--- config.mk ---
export PLATFORM = sky130hd
export DESIGN_NAME = cv32e40p_apu_trace_buffer
export DESIGN_NICKNAME = d
export VERILOG_FILES = /design/src/rtl/cv32e40p_apu_trace_buffer.sv
export SDC_FILE = /design/constraint.sdc
export NUM_CORES = 1
export LEC_CHECK = 0
export CORE_MARGIN = 2
export CORE_UTILIZATION = 45
export DETAILED_ROUTE_END_ITERATION = 16
export PLACE_DENSITY = 0.61
export SLEW_MARGIN = 10
export SYNTH_ARGS = -nofsm -noshare
export SYNTH_HDL_FRONTEND = slang
export SYNTH_SLANG_ARGS = --single-unit
--- constraint.sdc ---
create_clock -name clk_i -period 6.9 [get_ports clk_i]
set_clock_uncertainty 0.1 [all_clocks]
set_input_delay 1.38 -clock clk_i [delete_from_list [all_inputs] [get_ports clk_i]]
set_output_delay 1.38 -clock clk_i [all_outputs]
set_load 0.005 [all_outputs]
--- src/rtl/cv32e40p_apu_trace_buffer.sv ---
// APU writeback trace buffer: timestamps register-file writebacks from
// NUM_PORTS channels into a DEPTH-entry FIFO drained over a valid/ready stream.
// Observe-only: writebacks that find no free slot are dropped and counted.
module cv32e40p_apu_trace_buffer #(
  parameter int unsigned NUM_PORTS  = 2,
  parameter int unsigned DEPTH      = 8,
  parameter int unsigned TS_WIDTH   = 32,
  parameter int unsigned DATA_WIDTH = 32,
  parameter int unsigned CNT_WIDTH  = 16
) (
  input  logic                                              clk_i,
  input  logic                                              rst_i,
  input  logic                                              enable_i,
  input  logic [NUM_PORTS-1:0]                              apu_valid_i,
  input  logic [6*NUM_PORTS-1:0]                            apu_waddr_i,
  input  logic [DATA_WIDTH*NUM_PORTS-1:0]                   apu_result_i,
  output logic                                              trc_valid_o,
  input  logic                                              trc_ready_i,
  output logic [((NUM_PORTS > 1) ? $clog2(NUM_PORTS) : 1)-1:0] trc_port_o,
  output logic                                              trc_fp_o,
  output logic [4:0]                                        trc_reg_o,
  output logic [DATA_WIDTH-1:0]                             trc_data_o,
  output logic [TS_WIDTH-1:0]                               trc_time_o,
  output logic [$clog2(DEPTH):0]                            level_o,
  output logic [CNT_WIDTH-1:0]                              drop_cnt_o,
  output logic                                              overflow_o
);

  localparam int unsigned PW   = (NUM_PORTS > 1) ? $clog2(NUM_PORTS) : 1;
  localparam int unsigned PTRW = $clog2(DEPTH);
  localparam int unsigned LW   = PTRW + 1;
  localparam int unsigned SW   = CNT_WIDTH + 3;

  typedef struct packed {
    logic [PW-1:0]         port;
    logic                  fp;
    logic [4:0]            rg;
    logic [DATA_WIDTH-1:0] data;
    logic [TS_WIDTH-1:0]   ts;
  } rec_t;

  rec_t                  mem [DEPTH];
  rec_t                  head;
  logic [PTRW-1:0]       rd_ptr;
  logic [PTRW-1:0]       wr_ptr;
  logic [LW-1:0]         level;
  logic                  valid_q;
  logic [TS_WIDTH-1:0]   ts;
  logic [CNT_WIDTH-1:0]  drop_cnt;
  logic                  overflow;

  logic [NUM_PORTS-1:0]  acc_c;
  logic [PTRW-1:0]       slot_c [NUM_PORTS];
  logic [LW-1:0]         free_c;
  logic [LW-1:0]         n_acc_c;
  logic [SW-1:0]         n_drop_c;
  logic [SW-1:0]         drop_sum_c;
  logic [LW-1:0]         level_nxt_c;
  logic                  pop_c;

  // Accept valid ports in ascending order into the space free at cycle start
  always_comb begin
    acc_c    = '0;
    n_acc_c  = '0;
    n_drop_c = '0;
    free_c   = LW'(DEPTH) - level;
    for (int p = 0; p < NUM_PORTS; p++) begin
      slot_c[p] = wr_ptr + PTRW'(n_acc_c);
      if (enable_i && apu_valid_i[p]) begin
        if (n_acc_c < free_c) begin
          acc_c[p] = 1'b1;
          n_acc_c  = n_acc_c + LW'(1);
        end else begin
          n_drop_c = n_drop_c + SW'(1);
        end
      end
    end
    pop_c       = valid_q && trc_ready_i;
    level_nxt_c = level + n_acc_c - LW'(pop_c);
    drop_sum_c  = SW'(drop_cnt) + n_drop_c;
  end

  // Control state: pointers, occupancy, timestamp, drop statistics
  always_ff @(posedge clk_i) begin
    if (rst_i) begin
      rd_ptr   <= '0;
      wr_ptr   <= '0;
      level    <= '0;
      valid_q  <= 1'b0;
      ts       <= '0;
      drop_cnt <= '0;
      overflow <= 1'b0;
    end else begin
      ts      <= ts + TS_WIDTH'(1);
      wr_ptr  <= wr_ptr + PTRW'(n_acc_c);
      level   <= level_nxt_c;
      valid_q <= (level_nxt_c != '0);
      if (pop_c) begin
        rd_ptr <= rd_ptr + PTRW'(1);
      end
      if (drop_sum_c > SW'({CNT_WIDTH{1'b1}})) begin
        drop_cnt <= {CNT_WIDTH{1'b1}};
      end else begin
        drop_cnt <= CNT_WIDTH'(drop_sum_c);
      end
      if (n_drop_c != '0) begin
        overflow <= 1'b1;
      end
    end
  end

  // Record storage; contents are don't-care until pointed at by level
  always_ff @(posedge clk_i) begin
    for (int p = 0; p < NUM_PORTS; p++) begin
      if (acc_c[p]) begin
        mem[slot_c[p]] <= '{port: PW'(p),
                            fp:   apu_waddr_i[6*p+5],
                            rg:   apu_waddr_i[6*p +: 5],
                            data: apu_result_i[DATA_WIDTH*p +: DATA_WIDTH],
                            ts:   ts};
      end
    end
  end

  // Head entry drives the stream fields directly
  assign head        = mem[rd_ptr];
  assign trc_valid_o = valid_q;
  assign trc_port_o  = head.port;
  assign trc_fp_o    = head.fp;
  assign trc_reg_o   = head.rg;
  assign trc_data_o  = head.data;
  assign trc_time_o  = head.ts;
  assign level_o     = level;
  assign drop_cnt_o  = drop_cnt;
  assign overflow_o  = overflow;

endmodule

* Word-level counts from Yosys, hierarchy flattened *
Memory sizes are Yosys's and may differ from the RTL's. A register that Yosys moved wholly into a read port is not among the register bits.
Index checks and enable logic that the tools add are counted.

cells by class
  $add $sub $neg = 10
  order comparisons = 3
  muxes and demuxes = 19
  reduce and logical (&&, ||, !) cells = 5

operators with widths
  cell                   count
  $mux 19                2
  $add 32x1->32 const B  1
  $add 16x19->19         1
  $add 19x1->19 const B  1
  $gt 19x16->1 const B   1
  $reduce_bool 19->1     1
  $mux 16                1
  $mux 1                 12
  $mux 4                 2
  $add 3x3->3            2
  $mux 3                 2
  $add 4x1->4 const B    1
  $add 4x4->4            1
  $lt 1x4->1 const A     1
  $lt 4x4->1             1
  $reduce_bool 4->1      1
  $sub 4x1->4            1
  $sub 4x4->4 const A    1
  $add 3x1->3 const B    1
  $logic_and 1x1->1      3

storage, ports and cells
  flip-flop bits (word level) = 60
  memory bits (writable) = 568
  output and inout port bits = 93
  logic and storage cells = 45
  memories kept = 1

memory list
  name  depth  bits a word  rd ports  clocked after memory_dff  wr ports  line  RTL
  mem   8      71           1         1                         2         42    rec_t mem [DEPTH];

* Longest topological paths before layout *
  depth after elaboration = 10
  depth in mapped cells = 20

* Least setup slack after synthesis *
OpenSTA, ideal clock, no wires.

  path kind = input -> register
  start point = input port enable_i
  end point = memory mem[0][0] (netlist bit) (enable)
  library setup time = 0.430 ns
  arrival = 4.915 ns
  required time = 6.370 ns
  slack = 1.455 ns
  stages = 11
  buffers on the path = 3
  path through = buf_2 nand2_1 or3_1 inv_1 ha_1 ha_1 nor4_1 o21ai_2 buf_2 buf_2 nand2_1

RTL lines
  element             line  RTL
  start: declaration  13    input logic enable_i,
  end: declaration    42

* Final worst setup path *
  start point = input port enable_i
  end point = register valid_q, in the netlist trc_valid_o

on the way
  word-level cells in the longest chain between the ends = 8
  elaborated cells on any way between the ends = 10
  those cells by class = add/sub: 3; order compare: 1; mux: 3; reduce/logical: 3

RTL lines
  element                                           line    RTL
  $logic_and 1x1->1                                 69      if (enable_i && apu_valid_i[p]) begin
  $mux 1                                            69
  $add 4x1->4 / $lt 4x4->1 (equally long branches)  72, 70
  $mux 4                                            70      if (n_acc_c < free_c) begin
  $mux 4 (*)                                        69
  $add 4x4->4 (*)                                   79      level_nxt_c = level + n_acc_c - LW'(pop_c);
  $sub 4x1->4 (*)                                   79
  $reduce_bool 4->1 (*)                             97      valid_q <= (level_nxt_c != '0);
  end signal: assignment                            97
  end: declaration                                  47      logic valid_q;

Mark *: on every way between the ends. The rest lies on a longest branch, timed or not.
A chain may end at the register's enable or synchronous reset.

==> impl_metrics.ini <==
[global_routing]
grt_start_max_net_pins = 93
grt_first_pass_wirelength_um = 145000
grt-ovfl-total = 0
via_count_of_the_first_global_routing_pass = 22700
gr-usage-all-layers = 0.258
grt_antenna_before_repair = 6

[power_and_ir_drop]
power.density_nw_per_um2 = 317
total_leakage_power_nw = 12.8
p_total_w = 0.0119
vdd.ir_drop.worst_mv = 0.225

[clock_network]
cts-root-buf = clkbuf_16
tritoncts_clock_tree = yes
tritoncts_buffer_count = 72
cts_post_setup_buffers_inserted = 0
post_cts_resize_count = 0
clkTransAtPathRegs_ps = 60
cts_max_level = 3
clk_path_buf_depth = 3
number_of_sinks_driven_by_the_clock_tree = 631
clock_latency_ps = 620
ctsHoldBuffers = 0

[die]
rows = 98
initial_utilization = 0.456
floorplan.die.height_um = 274
die_x_um = 274
die_area_um2 = 75100
placeableCoreArea_um2 = 71900
io_pins = 175

[synthesis]
synth.yosys.seq_area_share = 0.556
synth-compound-area-share = 0.0699
synth-seq-cells = 631
post-synth-top-area-fraction = 0.513
synth.largest_area_cell = edfxtp_1
muxShareOfSynthArea = 0.225
post_synth_xor_area_fraction = 0.00748
synth_top_family_by_area = multiplexers
yosysUniqueCellTypes = 60
synth.net_count = 2506
leading_cell_types_by_total_area_after_synthesis = edfxtp_1 51%, mux2_2 10%, mux4_2 9.8%
syn_area_um2 = 32800
yosysWarningCount = 0
number_of_synthesized_flops_with_an_enable_pin = 560
synth.avg_cell_area_um2 = 13.6
yosys.area_share.simple = 0.0930
syn-instance-count = 2405
synth_adder_area_share = 0.00793
postSynth.topFlopCell = edfxtp_1
synth_async_sr_flop_share = 0

[sta]
fmax_ghz = 0.194
timing.final.crit_share = 0.746
final.setup.tns_ps = 0
relSlewSlack = 0.260
finalHoldViolCount = 0
setup_viol = 0
unrepaired_setup_endpoints_after_global_routing = no
worst_slew_pin_slew_ps = 1110
min_period_ps = 5150
drv_slew = 0

[setup_path]
critPathKind = input pin to flip-flop
timing.reg2reg.worst_path_depth = 12
slowest_delay_ps = 670
critPathMaxFanout = 9
crit_path_top_delay_cell = clkdlybuf4s50_1
required_ps = 7270
worst_path_most_repeated_cell = ha_1
cp-start-kind = input pin
cp-end-kind = flip-flop
arrival_ps = 5520
timing.critical_path.cells = clkdlybuf4s50_1 -> nand2_1 -> a211o_1 -> nor2_1 -> clkinv_1 -> ha_1 -> nand3_1 -> o21a_1 -> ha_1 -> inv_1 -> ha_1 -> inv_1 -> fa_1 -> xor2_1 -> nor2_1 -> nor3_1 -> o21ai_0

[placement]
global_placement_routability_congestion = 0.829
port-buffer-count = 174
detailed_place.area_um2 = 35200
dp_hpwl_um = 51500

[flow_run]
maxcap_violations = 0

[route]
detail_route.iter0.violations = 2091
finalWirelength_um = 96600
detail-route-antenna-nets = 0
routed-via-count = 21800
routed_vias_inst = 6.28
route.detailed.drc = 0
drt_pass1_iterations = 5
routedWlPerCell_um = 27.9

[layout]
layout.cell_area.non_filler_um2 = 37500
flow.area_growth_from_synthesis_pct = 14.4
post_route_cells_drive_above_1_share = 0.254
nNetsFinal = 2553
layout.core_utilization = 0.522

[worst_hold_path]
min_path_cells = 1
hold_path_class = flip-flop to flip-flop

[status]
outcome = finished clean
==> synth_stat cells, drive strengths merged, types with 10 or more instances <==
| library cell | count |
|---|---|
| inv | 53 |
| xor2 | 10 |
| xnor2 | 18 |
| o21ai | 13 |
| a21oi | 111 |
| nand3b | 39 |
| ha | 16 |
| mux2 | 302 |
| nor3 | 240 |
| a21boi | 176 |
| nand4 | 51 |
| o31ai | 10 |
| nand3 | 20 |
| nor4 | 11 |
| or4 | 12 |
| clkbuf | 135 |
| nand2b | 38 |
| nor2 | 42 |
| edfxtp | 560 |
| buf | 114 |
| mux4 | 142 |
| dfxtp | 71 |
| nand2 | 64 |
| mux2i | 77 |
==> worst max-delay path, delay by kind of cell <==
kind	cells	cell delay [ps]
buf+inv	4	1060
fa+ha+maj	4	1160
simple gates	5	890
compound gates	3	900
xor+xnor	1	140
==> power breakdown <==
| group | switching [W] | internal (W) |
|---|---|---|
| Clock | 0.00161 | 0.00216 |
| Sequential | 0.000169 | 0.00457 |
| Combinational | 0.00192 | 0.00148 |
| Total | 0.00369 | 0.00822 |
==> final cells by class <==
| cell class | instances | area [um2] |
|---|---|---|
| fillers | 6092 | 34300 |
| flip-flops and latches | 631 | 18300 |
| multi-input cells | 1463 | 13400 |
| repair buffers | 222 | 2210 |
| clock buffers | 97 | 1970 |
| well taps | 950 | 1190 |
| clock inverters | 34 | 309 |
| inverters | 62 | 233 |
| diodes | 5 | 12.5 |
==> placed cells by master, fill, tap and decap left out, types with 11 or more instances in the layout <==
cell	instances
a21boi_0	108
a21boi_1	59
a21oi_1	110
buf_4	39
clkbuf_1	19
clkbuf_16	73
clkdlybuf4s50_1	173
clkinv_1	21
dfxtp_1	67
edfxtp_1	560
ha_1	16
inv_1	53
mux2_2	302
mux2i_1	77
mux4_2	142
nand2_1	56
nand2b_1	38
nand3_1	20
nand3b_1	39
nand4_1	51
nor2_1	42
nor3_1	239
nor4_1	11
xnor2_1	18
==> final timing paths <==
check	start	endpoint	slack (ps)
setup / recovery	enable_i	trc_valid_o$_SDFF_PP0_	1750
hold / removal	mem[6][70]$_SDFFE_PP1P_	mem[6][70]$_SDFFE_PP1P_	380
setup reg to reg	level_o[0]$_SDFF_PP0_	mem[4][42]$_DFFE_PP_	1850
hold reg to reg	mem[6][70]$_SDFFE_PP1P_	mem[6][70]$_SDFFE_PP1P_	380
==> metrics by stage <==
stage / worst slack (ps) / hold WS, ps / std cells
CTS: 1800 / 375 / 3459
global route: 1410 / 393 / 3464
global placement: 1200 / 361 / 3328
detailed placement: 1140 / 362 / 3328
floorplan: 1450 / 337 / 2405
finish: 1750 / 380 / 3464
==> logic make-up after synthesis <==
group                    after synthesis
AND/OR/NAND/NOR                      561
flip-flops                           631
adder cells (fa/ha/maj)               19
AO/OA/AOI/OAI                        334
XOR/XNOR                              28
buffers and inverters                311
multiplexers                         521
==> routing by layer <==
layer / share of wire / wire [um] / track usage
met5: 0.00016 / 15 / 0
met3: 0.072 / 6920 / 0.0493
met2: 0.49 / 47300 / 0.426
met1: 0.42 / 40300 / 0.346
met4: 0.021 / 2060 / 0.0761
==> sequential cells by signal (all words and copies together), names as in the netlist, named ones only <==
signal,flops
ts,32
overflow_o,1
wr_ptr,3
rd_ptr,3
level_o,4
trc_valid_o,1
mem,568
drop_cnt_o,16
Note: power is estimated with default switching activity, not from simulation.
